**src/rtl/mips_pkg.sv**
```systemverilog
// Shared definitions for the MIPS-style fetch/decode slice.
// Contents: fetch FSM state encoding, the bubble instruction word, and the
// bit positions of the instruction fields read by fetch and decode.
package mips_pkg;

    typedef enum logic [0:0] {
        S_FETCH = 1'b0,
        S_HELD  = 1'b1
    } fetch_state_e;

    localparam logic [31:0] NOP_INSTR = 32'h0000_0000;

    localparam int unsigned OPCODE_HI = 31;
    localparam int unsigned OPCODE_LO = 26;
    localparam int unsigned FUNCT_HI  = 5;
    localparam int unsigned FUNCT_LO  = 0;
    localparam int unsigned IMM_HI    = 15;
    localparam int unsigned IMM_LO    = 0;
    localparam int unsigned TARGET_HI = 25;
    localparam int unsigned TARGET_LO = 0;

endpackage

```
**src/rtl/instr_fetch_stage_if.sv**
```systemverilog
// Instruction-memory request/response bus between the fetch stage and imem.
// Signals:
//   imem_addr  - fetch address (driven by the fetch stage)
//   imem_req   - fetch request (driven by the fetch stage)
//   imem_rdata - instruction word, valid when imem_ready=1 (driven by memory)
//   imem_ready - memory returns the word for imem_addr this cycle
// Modports: master = fetch stage, slave = instruction memory.
interface instr_fetch_stage_if #(
    parameter int unsigned ADDR_W = 32
);
    logic [ADDR_W-1:0] imem_addr;
    logic              imem_req;
    logic [31:0]       imem_rdata;
    logic              imem_ready;

    modport master (
        output imem_addr,
        output imem_req,
        input  imem_rdata,
        input  imem_ready
    );

    modport slave (
        input  imem_addr,
        input  imem_req,
        output imem_rdata,
        output imem_ready
    );
endinterface

```
**src/rtl/next_pc_calc.sv**
```systemverilog
// Combinational branch/jump resolution for the fetch stage.
// Ports:
//   br_beq, br_bne, br_jump - control-flow kind resolving this cycle
//   alu_zero                - ALU zero flag paired with the branch
//   br_pc4                  - PC+4 of the resolving instruction
//   br_imm                  - 16-bit branch offset (words, signed)
//   br_target               - 26-bit jump field
//   taken                   - PC must be redirected this cycle
//   target                  - redirect address (jump wins over branch)
module next_pc_calc
    import mips_pkg::*;
#(
    parameter int unsigned ADDR_W = 32
) (
    input  logic                     br_beq,
    input  logic                     br_bne,
    input  logic                     br_jump,
    input  logic                     alu_zero,
    input  logic [ADDR_W-1:0]        br_pc4,
    input  logic [IMM_HI:IMM_LO]     br_imm,
    input  logic [TARGET_HI:TARGET_LO] br_target,
    output logic                     taken,
    output logic [ADDR_W-1:0]        target
);

    logic [ADDR_W-1:0] branch_off;
    logic [ADDR_W-1:0] branch_tgt;
    logic [ADDR_W-1:0] jump_tgt;

    // Sign-extended word offset converted to a byte offset.
    assign branch_off = {{(ADDR_W-18){br_imm[15]}}, br_imm, 2'b00};
    assign branch_tgt = br_pc4 + branch_off;
    assign jump_tgt   = {br_pc4[ADDR_W-1:28], br_target, 2'b00};

    always_comb begin
        taken  = (br_beq & alu_zero) | (br_bne & ~alu_zero) | br_jump;
        target = br_jump ? jump_tgt : branch_tgt;
    end

endmodule

```
**src/rtl/instr_fetch_stage.sv**
```systemverilog
// Instruction-fetch stage: owns the PC, drives instruction memory and holds
// the IF/ID pipeline register for a single-issue MIPS-style datapath.
// Ports:
//   clk, rst_n      - clock (rising edge), async active-low reset
//   imem            - instruction-memory bus (master side)
//   stall           - downstream cannot accept a new IF/ID entry
//   br_*, alu_zero  - branch/jump resolution fed back from decode/execute
//   if_id_instr/pc4/valid - IF/ID register contents
//   opcode, funct   - instruction fields for the control decoder
//   redirect        - registered 1-cycle pulse per taken redirect
// A word that arrives while stalled is parked in a hold buffer (S_HELD) and
// no new request is issued until it has been handed downstream.
module instr_fetch_stage
    import mips_pkg::*;
#(
    parameter int unsigned       ADDR_W   = 32,
    parameter logic [ADDR_W-1:0] RESET_PC = '0
) (
    input  logic                       clk,
    input  logic                       rst_n,
    instr_fetch_stage_if.master        imem,
    input  logic                       stall,
    input  logic                       br_beq,
    input  logic                       br_bne,
    input  logic                       br_jump,
    input  logic                       alu_zero,
    input  logic [ADDR_W-1:0]          br_pc4,
    input  logic [IMM_HI:IMM_LO]       br_imm,
    input  logic [TARGET_HI:TARGET_LO] br_target,
    output logic [31:0]                if_id_instr,
    output logic [ADDR_W-1:0]          if_id_pc4,
    output logic                       if_id_valid,
    output logic [5:0]                 opcode,
    output logic [5:0]                 funct,
    output logic                       redirect
);

    fetch_state_e      state;
    logic [ADDR_W-1:0] pc;
    logic [ADDR_W-1:0] pc_plus4;
    logic [31:0]       hold_instr;
    logic [ADDR_W-1:0] hold_pc4;
    logic              taken;
    logic [ADDR_W-1:0] target;

    next_pc_calc #(
        .ADDR_W (ADDR_W)
    ) u_next_pc_calc (
        .br_beq    (br_beq),
        .br_bne    (br_bne),
        .br_jump   (br_jump),
        .alu_zero  (alu_zero),
        .br_pc4    (br_pc4),
        .br_imm    (br_imm),
        .br_target (br_target),
        .taken     (taken),
        .target    (target)
    );

    assign pc_plus4       = pc + ADDR_W'(4);
    assign imem.imem_addr = pc;
    assign imem.imem_req  = (state == S_FETCH);
    assign opcode         = if_id_instr[OPCODE_HI:OPCODE_LO];
    assign funct          = if_id_instr[FUNCT_HI:FUNCT_LO];

    always_ff @(posedge clk or negedge rst_n) begin
        if (!rst_n) begin
            state       <= S_FETCH;
            pc          <= RESET_PC;
            if_id_instr <= NOP_INSTR;
            if_id_pc4   <= '0;
            if_id_valid <= 1'b0;
            hold_instr  <= NOP_INSTR;
            hold_pc4    <= '0;
            redirect    <= 1'b0;
        end else begin
            redirect <= taken;
            case (state)
                S_FETCH: begin
                    if (taken) begin
                        // Any response this cycle belongs to the wrong path.
                        pc          <= target;
                        if_id_instr <= NOP_INSTR;
                        if_id_pc4   <= '0;
                        if_id_valid <= 1'b0;
                    end else if (imem.imem_ready && !stall) begin
                        if_id_instr <= imem.imem_rdata;
                        if_id_pc4   <= pc_plus4;
                        if_id_valid <= 1'b1;
                        pc          <= pc_plus4;
                    end else if (imem.imem_ready && stall) begin
                        hold_instr <= imem.imem_rdata;
                        hold_pc4   <= pc_plus4;
                        state      <= S_HELD;
                    end else if (!stall) begin
                        if_id_instr <= NOP_INSTR;
                        if_id_pc4   <= '0;
                        if_id_valid <= 1'b0;
                    end
                end
                S_HELD: begin
                    if (taken) begin
                        pc          <= target;
                        if_id_instr <= NOP_INSTR;
                        if_id_pc4   <= '0;
                        if_id_valid <= 1'b0;
                        hold_instr  <= NOP_INSTR;
                        hold_pc4    <= '0;
                        state       <= S_FETCH;
                    end else if (!stall) begin
                        if_id_instr <= hold_instr;
                        if_id_pc4   <= hold_pc4;
                        if_id_valid <= 1'b1;
                        pc          <= pc_plus4;
                        state       <= S_FETCH;
                    end
                end
                default: state <= S_FETCH;
            endcase
        end
    end

endmodule

```
**src/flat_wrapper.sv**
```systemverilog
// flat-port wrapper written by rule: the top's interface ports become plain ports
module instr_fetch_stage_flat import mips_pkg::*;
#(
    parameter int unsigned       ADDR_W   = 32,
    parameter logic [ADDR_W-1:0] RESET_PC = '0
)
  (clk, rst_n, stall, br_beq, br_bne, br_jump, alu_zero, br_pc4, br_imm, br_target, if_id_instr, if_id_pc4, if_id_valid, opcode, funct, redirect, imem_imem_addr, imem_imem_req, imem_imem_rdata, imem_imem_ready);
  instr_fetch_stage_if #(.ADDR_W(ADDR_W)) imem_i ();
  input  logic clk;
  input  logic rst_n;
  input  logic stall;
  input  logic br_beq;
  input  logic br_bne;
  input  logic br_jump;
  input  logic alu_zero;
  input  logic [ADDR_W-1:0] br_pc4;
  input  logic [IMM_HI:IMM_LO] br_imm;
  input  logic [TARGET_HI:TARGET_LO] br_target;
  output logic [31:0] if_id_instr;
  output logic [ADDR_W-1:0] if_id_pc4;
  output logic if_id_valid;
  output logic [5:0] opcode;
  output logic [5:0] funct;
  output logic redirect;
  output wire logic [$bits(imem_i.imem_addr)-1:0] imem_imem_addr;
  output wire logic [$bits(imem_i.imem_req)-1:0] imem_imem_req;
  input wire logic [$bits(imem_i.imem_rdata)-1:0] imem_imem_rdata;
  input wire logic [$bits(imem_i.imem_ready)-1:0] imem_imem_ready;
  assign imem_imem_addr = imem_i.imem_addr;
  assign imem_imem_req = imem_i.imem_req;
  assign imem_i.imem_rdata = imem_imem_rdata;
  assign imem_i.imem_ready = imem_imem_ready;
  instr_fetch_stage #(.ADDR_W(ADDR_W), .RESET_PC(RESET_PC)) u_core (.clk(clk), .rst_n(rst_n), .imem(imem_i), .stall(stall), .br_beq(br_beq), .br_bne(br_bne), .br_jump(br_jump), .alu_zero(alu_zero), .br_pc4(br_pc4), .br_imm(br_imm), .br_target(br_target), .if_id_instr(if_id_instr), .if_id_pc4(if_id_pc4), .if_id_valid(if_id_valid), .opcode(opcode), .funct(funct), .redirect(redirect));
endmodule
```
**config.mk**
```make
export PLATFORM = sky130hd
export DESIGN_NAME = instr_fetch_stage_flat
export DESIGN_NICKNAME = d
export VERILOG_FILES = /design/src/rtl/mips_pkg.sv /design/src/rtl/instr_fetch_stage_if.sv /design/src/rtl/next_pc_calc.sv /design/src/rtl/instr_fetch_stage.sv /design/src/flat_wrapper.sv
export SDC_FILE = /design/constraint.sdc
export NUM_CORES = 1
export LEC_CHECK = 0
export CORE_ASPECT_RATIO = 2
export CORE_UTILIZATION = 30
export DETAILED_ROUTE_END_ITERATION = 8
export GPL_TIMING_DRIVEN = 1
export PLACE_DENSITY = 0.59
export SETUP_SLACK_MARGIN = 0.1
export SLEW_MARGIN = 15
export SYNTH_ARGS = -nofsm -noshare
export SYNTH_HDL_FRONTEND = slang
export SYNTH_SLANG_ARGS = --single-unit
```
**constraint.sdc**
```tcl
create_clock -name clk -period 3.1 [get_ports clk]
set_input_delay 0.31 -clock clk [delete_from_list [all_inputs] [get_ports clk]]
set_output_delay 0.31 -clock clk [all_outputs]
set_load 0.005 [all_outputs]
```
==> results.yml <==
logic_synthesis:
  yosys-top-cells-area: "dfrtp_1 (43%), a21oi_1 (7.2%), nand2_1 (6.4%), nor2_1 (5.3%), o21ai_0 (4.6%)"
  syn_inst: 1108
  syn_avg_cell_area_um2: 8.517
  synth_cell_types: 71
  synthesis.nets: 1254
  netlist.area_leader.share: 0.4322
  async_flop_share: 1.000
  ys_warn_count: 0
  ys_seq_area_frac: 0.4322
  synth_edf_count: 0
  synth_area_um2: 9437
  synth_area_leader_cell: "dfrtp_1"
  synth_ff_type: "dfrtp_1"
  ys_ff_latch: 163
sta:
  fin_crit_ps: 2872
  rsz0062_at_grt: "no"
  timing.max_slew.rel_slack: 0.3476
  worst_slew_pin_slew_ps: 974.9
  fin_ws_ps: 228.4
  finClkSkew_ps: 6.359
  setup_violations: 0
  final.period_utilization: 0.9263
  slew_violations: 0
  fmax_ghz: 0.3482
  hold_viol_final: 0
clock_network:
  clkSlewWorstSetupHoldPaths_ps: 60
  clkSinkCount: 163
  cts_root_buffer: "clkbuf_16"
  cts.path.max_buffers: 2
  clock_latency_ps: 430
  h-tree-depth: 4
  cts_tree: "yes"
  cts_setup_buffers: 0
  cts_buffers: 17
detailed_routing:
  vias: 8699
  wl_um: 30670
  viasPerCell: 4.948
  drc: 0
  wl_per_cell_um: 17.45
  dr.pass1.iters: 5
  first_iter_violations: 503
  drtAntennaViolNets: 0
layout:
  fillers: 3112
  area_delta_synth_final_pct: 37.11
  nets: 1471
  fin_area_um2: 12940
  drive_gt1_frac: 0.08302
  stdcell_count: 1758
power:
  p_per_area_nw_per_um2: 497.5
  p_leak_nw: 5.571
  vdd_drop_max_v: 0.0003480
global_routing:
  grt_max_degree: 72
  antenna_found_initial: 3
  grtUsageTotal: 0.1965
  first_global_vias: 8807
  grt_overflow: 0
  gr-max-usage-layer: "met2"
  met2_usage: 0.3875
  grt_pass1_wl_um: 48370
  met1_usage: 0.2003
  met3_usage: 0.02472
setup_path:
  crit_chain: "clkdlybuf4s50_1 -> ha_1 -> fa_1 -> a21o_1 -> a311o_1 -> nand4_1 -> a2111oi_2 -> buf_4 -> o211a_1 -> buf_4 -> o21a_1 -> a31oi_1 -> a21oi_1"
  startpoint_type: "primary input"
  cp_common_cell: "buf_4"
  crit_type: "primary input to flip-flop"
  critPathMaxFanout: 3
  endpoint_kind: "flip-flop"
  crit_slowest_cell: "fa_1"
  critPathBufInv: 3
  crit_family: "compound AO/OA/AOI/OAI gates"
  slowest_delay_ps: 410
  cp.arrival_ps: 3190
  required_ps: 3420
die:
  initial_core_util: 0.3058
  row_count: 91
  dieArea_um2: 32210
  core-area_um2: 30860
  io_pins: 225
  die_h_um: 252.8
  die_w_um: 127.4
job:
  cap_violations: 0
place:
  place_hpwl_um: 23600
  dp_cells: 1723
  routabilityCongestion: 0.9036
  dp_slack_ps: -191.9
  placed_area_um2: 12340
  portBuffers: 224
run_status:
  status: "finished clean"
worst_hold_path:
  hp-class: "primary input to flip-flop"
## tightest hold or removal path: stages
cell	delay, ps
clkdlybuf4s50_1	400
nand2_1	70
nand2_1	40
## stage by stage
step,utilization,total power [W],hold slack [ps],TNS (ps)
after detailed placement,0.4000,0.004390,369.4,-537.1
after global placement,0.4000,0.004359,362.1,-421.7
after CTS,0.4191,0.006501,417.6,0
after global routing,0.4193,0.006805,425.3,0
final,0.4193,0.006437,427.6,0
after floorplan,-,0.003564,14.41,0
## timing repair
action                    4_1_cts  5_1_grt
hold endpoints to repair       69        0
hold buffers                    1        0
gates resized for setup         0        0
## cell families after synthesis
kind of cell,count (synthesis),synth area share
XOR/XNOR,70,0.06497
AO/OA/AOI/OAI,358,0.2326
adder cells (fa/ha/maj),32,0.04322
flip-flops,163,0.4322
multiplexers,4,0.004905
AND/OR/NAND/NOR,380,0.1758
buffers and inverters,101,0.04627
## sequential cells by signal, indices dropped and copies added, names as in the netlist
| signal | flops |
|---|---|
| u_core.redirect | 1 |
| u_core.if_id_instr | 32 |
| u_core.if_id_pc4 | 32 |
| u_core.hold_instr | 32 |
| u_core.imem.imem_addr | 32 |
| u_core.state | 1 |
| u_core.hold_pc4 | 32 |
| u_core.if_id_valid | 1 |
## power by group
| part | internal, W | switching (W) | total [W] |
|---|---|---|---|
| combinational | 0.000817 | 0.000775 | 0.00159 |
| clock | 0.00124 | 0.000857 | 0.00209 |
| sequential | 0.00248 | 0.000272 | 0.00275 |
## cell usage after synthesis (3+ instances only)
library cell,number
buf_1,8
o2bb2ai_1,3
or2_2,3
nand3_1,27
o31a_1,3
a31oi_1,3
or3_1,3
buf_2,7
a211oi_1,11
nor2_1,134
nor3_2,3
o21bai_1,6
o21ai_0,86
xor2_1,29
and3_1,5
nand4_1,11
nor3_1,10
inv_1,17
buf_4,12
o21a_1,9
clkbuf_2,3
and2_1,3
nor4_1,4
a22oi_1,47
a21oi_1,135
xnor2_1,41
clkbuf_1,53
a21o_1,12
dfrtp_1,163
o22ai_1,5
nand2_1,160
ha_1,31
a22o_1,9
o211ai_1,5
nor3b_1,3
## worst paths after layout
check	cells past startpoint	endpoint	startpoint	slack, ps
setup reg to reg	8	u_core.imem.imem_addr[22]	u_core.imem.imem_addr[3]	460
hold reg to reg	2	u_core.hold_pc4[15]	u_core.hold_pc4[15]	480
hold / removal	3	u_core.imem.imem_addr[10]	br_target[8]	430
max in group asynchronous	3	u_core.imem.imem_addr[22]	rst_n	1750
setup / recovery	13	u_core.imem.imem_addr[28]	br_pc4[2]	230
min in group asynchronous	2	u_core.imem.imem_addr[0]	rst_n	440
## routing by layer
metal | wire length [um] | share of wire
met1 | 11200 | 0.37
met2 | 17550 | 0.57
met3 | 847 | 0.028
met4 | 1069 | 0.035
met5 | 0 | 0
## placed cells by master (no fill, tap or decap), drive strengths merged, types with 7 or more instances in the layout
cell             n
a211oi          11
a21o            12
a21oi          135
a22o             9
a22oi           47
buf             57
clkbuf          21
clkdlybuf4s50  223
clkinv           7
dfrtp          163
ha              31
inv             16
nand2          161
nand3           27
nand4           12
nor2           134
nor3            13
o21a             9
o21ai           86
xnor2           41
xor2            29
## cell type report
cell class / count / area, um^2 / area share
antenna: 3 / 7.507 / 0.0005802
sequential: 163 / 4079 / 0.3152
tap: 418 / 523.0 / 0.04042
clock buffer: 21 / 470.5 / 0.03636
inverter: 18 / 67.56 / 0.005222
timing repair buffer: 281 / 2736 / 0.2115
clock inverter: 10 / 107.6 / 0.008316
multi-input combinational: 844 / 4947 / 0.3824
Power figures use the tool's default switching activity.
